===== config.mk =====
export PLATFORM = sky130hd
export DESIGN_NAME = ascon_input_loader
export DESIGN_NICKNAME = d
export VERILOG_FILES = /design/src/rtl/ascon_pkg.sv /design/src/rtl/ascon_pad_mask.sv /design/src/rtl/ascon_input_loader.sv
export SDC_FILE = /design/constraint.sdc
export NUM_CORES = 1
export LEC_CHECK = 0
export CAP_MARGIN = 20
export CELL_PAD_IN_SITES_DETAIL_PLACEMENT = 1
export CELL_PAD_IN_SITES_GLOBAL_PLACEMENT = 1
export CORE_ASPECT_RATIO = 0.75
export CORE_MARGIN = 2
export CORE_UTILIZATION = 41
export DETAILED_ROUTE_END_ITERATION = 12
export PLACE_DENSITY_LB_ADDON = 0.1
export SKIP_CTS_REPAIR_TIMING = 1
export SYNTH_ARGS = -nofsm -noshare
export SYNTH_HDL_FRONTEND = slang
export SYNTH_SLANG_ARGS = --single-unit

===== constraint.sdc =====
create_clock -name clk -period 3.75 [get_ports clk]
set_input_delay 0.5625 -clock clk [delete_from_list [all_inputs] [get_ports clk]]
set_output_delay 0.5625 -clock clk [all_outputs]
set_load 0.1 [all_outputs]

===== src/rtl/ascon_pkg.sv =====
// Shared types and constants for the ASCON message input loader.
// Latency: n/a (package only).
// Backpressure: n/a (package only).
//
// Contents: loader state enum, rate/pad constants and a byte keep-mask helper
// used both when collecting partial words and when formatting the block.
package ascon_pkg;

    localparam int         ASCON_RATE_BYTES = 8;
    localparam logic [7:0] ASCON_PAD_BYTE   = 8'h80;

    typedef enum logic [1:0] {
        ST_IDLE  = 2'd0,
        ST_FILL  = 2'd1,
        ST_OUT   = 2'd2,
        ST_SPENT = 2'd3
    } ld_state_t;

    // Ones over the first nbytes bytes of a 64-bit block (byte 0 in [63:56]).
    // Any count of a full rate or more keeps the whole block.
    function automatic logic [63:0] byte_keep_mask(input logic [3:0] nbytes);
        if (nbytes >= 4'(ASCON_RATE_BYTES)) begin
            return '1;
        end
        return ~(64'hFFFF_FFFF_FFFF_FFFF >> {nbytes, 3'b000});
    endfunction

endpackage


===== src/rtl/ascon_pad_mask.sv =====
// Formats a raw rate block: zeroes bytes past nbytes, optionally inserts pad.
// Latency: combinational.
// Backpressure: none (pure function of its inputs).
//
// Ports:
//   raw_blk  in  64 : collected block, byte 0 in [63:56]
//   nbytes   in  4  : real message bytes, 0..8
//   out_blk  out 64 : masked (and, with ASCON_LOADER_PAD_EN, padded) block
// Macro ASCON_LOADER_PAD_EN: when defined, byte position nbytes carries the
// pad byte 0x80 (none when the block is full); otherwise the absorb datapath
// is expected to apply padding itself.
module ascon_pad_mask
    import ascon_pkg::*;
(
    input  logic [63:0] raw_blk,
    input  logic [3:0]  nbytes,
    output logic [63:0] out_blk
);

    logic [63:0] masked;

    assign masked = raw_blk & byte_keep_mask(nbytes);

`ifdef ASCON_LOADER_PAD_EN
    logic [63:0] pad_bits;

    always_comb begin
        pad_bits = '0;
        if (nbytes < 4'(ASCON_RATE_BYTES)) begin
            pad_bits = {ASCON_PAD_BYTE, 56'd0} >> {nbytes, 3'b000};
        end
    end

    assign out_blk = masked | pad_bits;
`else
    assign out_blk = masked;
`endif

endmodule


===== src/rtl/ascon_input_loader.sv =====
// ASCON message loader: turns a byte length plus 32-bit host words into 64-bit rate blocks.
// Latency: blk_valid one cycle after the last needed word handshake (or after load_data_in for an empty block).
// Backpressure: s_ready held high only while FILL still needs words; the host may stall without limit.
//
// Ports:
//   clk, rstn            : clock, asynchronous active-low reset
//   load_length, len_in  : capture message byte length and arm the loader
//   load_data_in         : request the next rate block
//   s_data/s_valid/s_ready : host word stream, byte 0 in [31:24]
//   blk_data/blk_valid/blk_bytes/blk_last : rate block, byte 0 in [63:56]
//   busy                 : FILL or OUT in progress
//   len_err              : sticky, block requested after the final block
// Macro ASCON_LOADER_PAD_EN: insert 0x80 pad byte inside the block.
module ascon_input_loader
    import ascon_pkg::*;
#(
    parameter int LEN_W = 16
) (
    input  logic             clk,
    input  logic             rstn,
    input  logic             load_length,
    input  logic [LEN_W-1:0] len_in,
    input  logic             load_data_in,
    input  logic [31:0]      s_data,
    input  logic             s_valid,
    output logic             s_ready,
    output logic [63:0]      blk_data,
    output logic             blk_valid,
    output logic [3:0]       blk_bytes,
    output logic             blk_last,
    output logic             busy,
    output logic             len_err
);

    ld_state_t        state;
    ld_state_t        state_nxt;
    logic [LEN_W-1:0] remaining;
    logic [63:0]      buf_q;
    logic [63:0]      buf_d;
    logic [3:0]       take_q;
    logic [3:0]       take_d;
    logic [1:0]       wneed_q;
    logic [1:0]       wneed_d;
    logic [1:0]       wcnt;
    logic [3:0]       out_take;
    logic [63:0]      keep;
    logic [63:0]      blk_fmt;
    logic             start_blk;
    logic             word_hs;
    logic             last_word;

    // A same-cycle load_length wins over load_data_in.
    assign start_blk = load_data_in && !load_length && (state == ST_IDLE);
    assign word_hs   = (state == ST_FILL) && s_valid;
    assign last_word = word_hs && ((wcnt + 2'd1) == wneed_q);
    assign keep      = byte_keep_mask(take_q);

    // Bytes this block will carry, evaluated against the current remaining.
    always_comb begin
        take_d = remaining[3:0];
        if (remaining >= LEN_W'(ASCON_RATE_BYTES)) begin
            take_d = 4'(ASCON_RATE_BYTES);
        end
        if (take_d == 4'd0) begin
            wneed_d = 2'd0;
        end else if (take_d <= 4'd4) begin
            wneed_d = 2'd1;
        end else begin
            wneed_d = 2'd2;
        end
    end

    // Block buffer update; partial words are masked as they arrive.
    always_comb begin
        buf_d = buf_q;
        if (load_length || start_blk) begin
            buf_d = '0;
        end else if (word_hs) begin
            if (wcnt == 2'd0) begin
                buf_d[63:32] = s_data & keep[63:32];
            end else begin
                buf_d[31:0]  = s_data & keep[31:0];
            end
        end
    end

    // An empty block goes to OUT straight from IDLE, before take_q is loaded.
    assign out_take = start_blk ? take_d : take_q;

    ascon_pad_mask u_pad_mask (
        .raw_blk (buf_d),
        .nbytes  (out_take),
        .out_blk (blk_fmt)
    );

    // FSM: state register
    always_ff @(posedge clk or negedge rstn) begin
        if (!rstn) begin
            state <= ST_SPENT;
        end else begin
            state <= state_nxt;
        end
    end

    // FSM: next state
    always_comb begin
        state_nxt = state;
        if (load_length) begin
            state_nxt = ST_IDLE;
        end else begin
            case (state)
                ST_IDLE: begin
                    if (load_data_in) begin
                        state_nxt = (wneed_d == 2'd0) ? ST_OUT : ST_FILL;
                    end
                end
                ST_FILL: begin
                    if (last_word) begin
                        state_nxt = ST_OUT;
                    end
                end
                ST_OUT: begin
                    state_nxt = (take_q < 4'(ASCON_RATE_BYTES)) ? ST_SPENT : ST_IDLE;
                end
                default: begin
                    state_nxt = ST_SPENT;
                end
            endcase
        end
    end

    // FSM: outputs (all decoded from the state register)
    always_comb begin
        s_ready   = (state == ST_FILL);
        blk_valid = (state == ST_OUT);
        busy      = (state == ST_FILL) || (state == ST_OUT);
    end

    // Datapath registers
    always_ff @(posedge clk or negedge rstn) begin
        if (!rstn) begin
            remaining <= '0;
            buf_q     <= '0;
            take_q    <= '0;
            wneed_q   <= '0;
            wcnt      <= '0;
            len_err   <= 1'b0;
            blk_data  <= '0;
            blk_bytes <= '0;
            blk_last  <= 1'b0;
        end else begin
            buf_q <= buf_d;
            if (load_length) begin
                remaining <= len_in;
                wcnt      <= '0;
                len_err   <= 1'b0;
            end else begin
                if (start_blk) begin
                    take_q  <= take_d;
                    wneed_q <= wneed_d;
                    wcnt    <= '0;
                end
                if (word_hs) begin
                    wcnt <= wcnt + 2'd1;
                end
                // take never exceeds remaining, so this cannot wrap.
                if (state == ST_OUT) begin
                    remaining <= remaining - LEN_W'(take_q);
                end
                if (load_data_in && (state == ST_SPENT)) begin
                    len_err <= 1'b1;
                end
            end
            // Block outputs are loaded on entry to OUT and then held.
            if (state_nxt == ST_OUT) begin
                blk_data  <= blk_fmt;
                blk_bytes <= out_take;
                blk_last  <= (out_take < 4'(ASCON_RATE_BYTES));
            end
        end
    end

endmodule


[Yosys cells after proc, flatten, opt, wreduce, memory -nomap -nowiden]
Cells that the tools add are included.
Storage, ports and cells
  output and inout port bits: 73
  bits in registers: 160
  logic and storage cells: 74
Operators by class
  multiplexer cells: 27
  shift operators: 2
  bitwise gates (word level): 6
  eq/ne operators: 5
  reduce and logical (&&, ||, !) cells: 16
  $lt $le $gt $ge: 6
  add/sub/neg operators: 2
Operators with widths (count)
  64-bit two-way mux: 6
  64-bit inverter: 2
  64-bit by 7-bit >> shifter with 64-bit output, first input constant: 2
  32-bit bitwise AND: 2
  64-bit bitwise AND: 1
  32-bit two-way mux: 2
  16-bit two-way mux: 2
  2-bit two-way mux: 10
  16-bit by 4-bit greater-or-equal comparator with 1-bit output, second input constant: 1
  16-bit by 4-bit subtractor with 16-bit output: 1
  4-bit greater-or-equal comparator, second input constant: 2
  4-bit < comparator, second input constant: 2
  4-bit two-way mux: 2
  2-bit == test, second input constant: 3
  2-bit zero test: 3
  2-bit case mux with 3 select lines: 1
  1-bit logical AND: 5
  4-bit by 3-bit less-or-equal comparator with 1-bit output, second input constant: 1
  4-bit zero test: 1
  1-bit two-way mux: 4
  2-bit nonzero test: 2
  3-bit nonzero test: 1
  2-bit by 1-bit adder with 2-bit output, second input constant: 1
  2-bit by 1-bit == test with 1-bit output, second input constant: 1
  5 further kinds: 6

[Longest topological paths before layout]
  depth in word-level cells: 11
  mapped depth: 10

[Hierarchy]
From an unflattened synthesis, not the netlist that was laid out.
Second synthesis, totals
  cells, all modules: 650
  area total of the unflattened synthesis: 7240.7 µm²
Modules (own cells, without submodules)
  ascon_input_loader: cells an instance 577, instances 1, area each 6756.5 µm²
  ascon_pad_mask: cells an instance 73, instances 1, area each 484.2 µm²

[Least setup slack after synthesis]
OpenSTA, ideal clock, no wires.
  kind: reg2reg
  start point: register state[0]
  end point: register blk_bytes[0]
  arrival: 3.325 ns
  clock period less this slack: 3.450 ns
  path buffers: 2
  library setup time: 0.125 ns
  setup slack: 0.300 ns
  stages on the path, launching flop included: 9
  cell sequence: dfstp_2 > ha_1 > nand2_1 > or3_1 > a31o_2 > a2111oi_0 > buf_2 > buf_8 > mux2_2
On the way
  longest elaborated chain between the ends: 7
RTL lines
  from (decl): line ascon_input_loader.sv:35  | ld_state_t state;
  from (signal assigned): line ascon_input_loader.sv:101  | state <= state_nxt;
  2-bit by 1-bit == test with 1-bit output *
  via s_ready: line ascon_input_loader.sv:26  | output logic s_ready,
  1-bit logical AND: line ascon_input_loader.sv:54  | assign word_hs = (state == ST_FILL) && s_valid;
  1-bit logical AND: line ascon_input_loader.sv:55  | assign last_word = word_hs && ((wcnt + 2'd1) == wneed_q);
  2-bit two-way mux: line ascon_input_loader.sv:118  | if (last_word) begin
  2-bit case mux with 3 select lines *: line ascon_input_loader.sv:111  | case (state)
  2-bit two-way mux *: line ascon_input_loader.sv:108  | if (load_length) begin
  2-bit == test *: line ascon_input_loader.sv:175  | if (state_nxt == ST_OUT) begin
  to (signal assigned): line ascon_input_loader.sv:177  | blk_bytes <= out_take;
  to (decl): line ascon_input_loader.sv:29  | output logic [3:0] blk_bytes,
The timed path passes the listed nets; every way through them passes the cells marked *.
A chain may end at the register's enable or synchronous reset.

[Final worst setup path]
  start point: register state[0]
  end point: register blk_data[14]
On the way
  longest elaborated chain between the ends: 7
RTL lines
  2-bit zero test / 2-bit by 1-bit == test with 1-bit output (equally long branches): line ascon_input_loader.sv:53, ascon_input_loader.sv:111, ascon_input_loader.sv:54
  1-bit logical AND (on tied branches): line ascon_input_loader.sv:53, ascon_input_loader.sv:54
  4-bit two-way mux / 1-bit logical AND (equally long branches)
  64-bit by 7-bit >> shifter with 64-bit output (tied with other cells): line ascon_pkg.sv:25  | return ~(64'hFFFF_FFFF_FFFF_FFFF >> {nbytes, 3'b000});
  64-bit inverter (tied with other cells): line ascon_pkg.sv:25
  64-bit two-way mux / 2-bit two-way mux (equally long branches): line ascon_pkg.sv:25, ascon_input_loader.sv:108
  64-bit bitwise AND / 2-bit == test (equally long branches): line ascon_pad_mask.sv:22, ascon_input_loader.sv:175
  to (signal assigned): line ascon_input_loader.sv:176  | blk_data <= blk_fmt;
  to (decl): line ascon_input_loader.sv:27  | output logic [63:0] blk_data,
Several ways; a longest one is shown, not always the timed one.

==> impl_results.md <==
* CTS tree: yes
* Synth warnings at 0
* Power Internal at 3.17 mW
* Die X at 159 um
* # rows at 42
* Initial DRC Count at 260
* Vias in the first global route at 6,429
* GRT Util Overall at 23.7%
* Synth async-reset ratio at 100%
* # DRC at 0
* PD cells at 488 nW/um2
* Post-synth top cells: dfrtp_1 (158), nand2_1 (119), inv_1 (76), mux2i_1 (67), a21oi_1 (56)
* Setup tns final at 0 ps
* DP Worst Slack at 163 ps
* RSZ-0062 raised after global routing: false
* Worst path required time at 4100 ps
* Largest net degree at the start of global routing at 100
* Worst VDD drop at 0.275 mV
* Switching power total at 1.46 mW
* Layout filler cell count at 1,908
* Via count at 5,876
* PortBufs at 125
* Final Net Count at 915
* Area delta synth->final at 29.4%
* Worst setup margin at 541 ps
* Final Cycle Share at 85.6%
* Clk buf depth at 2
* Worst setup path category: reg -> reg
* DIE AREA at 19,000 um2
* Worst Skew at 10.6 ps
* Total grt overflow at 0
* CP Capture Type: register
* Most common cell in the netlist: dfrtp_1
* Register area share after synthesis at 54.5%
* Share of the synthesized area in the top cell type at 53.8%
* ANT cells at 0
* Area of the multi-input gates at 2850 um2
* Final std cells w/o fill at 1,106
* Sequential power share at 40.5%
* Post-DRT Antenna Nets at 0
* Mapped Cells at 732
* Vias per Instance at 5.31
* Net Count, Synth at 795
* Synth Area per Inst at 10.0 um2
* Inserted Clock Buffers at 17
* Fraction of layout cells with a size suffix above 1 at 7.99%
* # H-tree levels at 4
* Post-synth top area cell: dfrtp_1
* Area taken by flip-flops and latches at 4010 um2
* 1st-pass router iterations at 4
* Final setup fails at 0
* Clock transition at path regs at 70 ps
* Register bit count reported by yosys at 160
* Post-route cell area at 9500 um2
* Die Y at 120 um
* Slew Limit Fails at 0
* Status: finished, final reports clean
* Post-Syn Area at 7340 um2
* Crit Path Max Fanout at 13
* Synth area leaders: dfrtp_1 (54%), mux2i_1 (9.1%), nand2_1 (6.1%)
* Placed cell area at 8860 um2
* Endpoints failing hold at 0
* Switching part of the total at 31.6%
* Gate power share at 19.6%
* Worst-Skew Late Latency at 440 ps
* First-pass GRT wire length at 34.6 mm
* WL/cell at 19.2 um
* Hpwl dp at 14.5 mm
* Clock tree root buffer cell: clkbuf_16
* Initial antenna violation count at 0
* Worst-margin pin slew at 1040 ps
* Wirelength, routed at 21.3 mm
* Slew margin rel. at 30.1%
* Clock share of power at 39.9%
* Clock period minus worst slack at 3210 ps
* CP Data Arrival Time at 3560 ps
* Worst min-delay path category: in -> async
* Synth cell types at 55
* MaxCap Viol Count at 0
* Placed Instances at 1,074
* # IOs at 126
* Post-synth EDFFs at 0
* Fmax at 312 MHz
* Core ar. at 17,600 um2
* Routability Congestion at 0.779
* CP Launch Type: register
* Clk sinks at 160
* Starting Density at 41.7%
* Post-synth top flop: dfrtp_1
* LEAKAGE at 3.96 nW
==> power by group through the flow <==
stage                     Combinational (mW)  Clock [mW]  Sequential (mW)
after floorplan                        0.187           0             2.32
after global placement                 0.890           0             1.90
after detailed placement               0.907           0             1.91
after CTS                              0.916        1.89             1.88
after global routing                   0.958        1.96             1.89
final                                  0.910        1.85             1.88
==> registers in the layout, summed over array words and instances (netlist names) <==
signal	flops
wneed_q	2
buf_q	64
wcnt	2
remaining	16
blk_data	64
state	2
len_err	1
blk_last	1
blk_bytes	4
take_q	4
==> kinds of logic after synthesis <==
| logic type | Yosys count | share of synthesized area [%] |
|---|---|---|
| AOI/OAI and AO/OA | 136 | 11.5 |
| DFF | 160 | 54.5 |
| xor gates and xnor gates | 6 | 0.715 |
| muxes | 74 | 10.2 |
| buffers and inverters | 120 | 6.80 |
| and+or+nand+nor | 226 | 14.4 |
| adders and majority gates | 10 | 1.81 |
==> cells in the final DEF, fill, tap and decap left out, types with 10 or more instances in the layout <==
cell type        count
clkdlybuf4s50_1    121
dfrtp_1            158
inv_1               76
a21oi_1             56
a22o_1              17
a31oi_1             10
nor2_1              18
o21ai_0             24
mux2i_1             67
nand3_1             45
clkbuf_16           17
buf_4               18
nand2_1            119
==> critical path, stage by stage, from the launching register on <==
cell       delay [ps]
dfstp_2           580
ha_1              320
nand2_1           170
or3_1             410
a31o_2            270
a2111oi_2         550
buf_4             360
buf_4             230
mux2i_1           230
==> layout make-up <==
type                    instances  area share (%)
clock buffers                  18            4.62
clock inverters                13            1.96
inverters                      77            3.04
multi-input cells             452            30.0
flip-flops and latches        160            42.2
well taps                     242            3.19
repair buffers                144            15.1
==> stage by stage <==
stage          hold slack (ps)  utilization (%)  power (mW)
6_report                   237             54.0        4.64
5_1_grt                    305             54.0        4.80
4_1_cts                    272             53.9        4.68
3_5_place_dp               480             50.3        2.82
3_3_place_gp               482             50.3        2.79
2_1_floorplan              267                -        2.51
==> metal layers <==
metal | share of wire [%] | global-route usage [%] | wire length, um | vias up
li1 | - | - | - | 2715
met5 | 0 | 0 | 0 | -
met4 | 1.1 | 7.09 | 242 | 0
met1 | 47 | 32.5 | 10100 | 3022
met2 | 48 | 38.8 | 10200 | 121
met3 | 3.3 | 3.72 | 692 | 18
==> worst paths after layout <==
kind / start / to / slack (ps) / cells after the start
worst max register to register: state[0] / blk_data[14] / 540 / 8
worst min register to register: buf_q[15] / buf_q[15] / 500 / 1
min in group clk: buf_q[15] / buf_q[15] / 500 / 1
max in group asynchronous: rstn / blk_data[6] / 2590 / 2
worst max-delay path: state[0] / blk_data[14] / 540 / 8
worst min-delay path: rstn / blk_data[31] / 240 / 1
No activity file was read; power rests on OpenSTA's default activity.
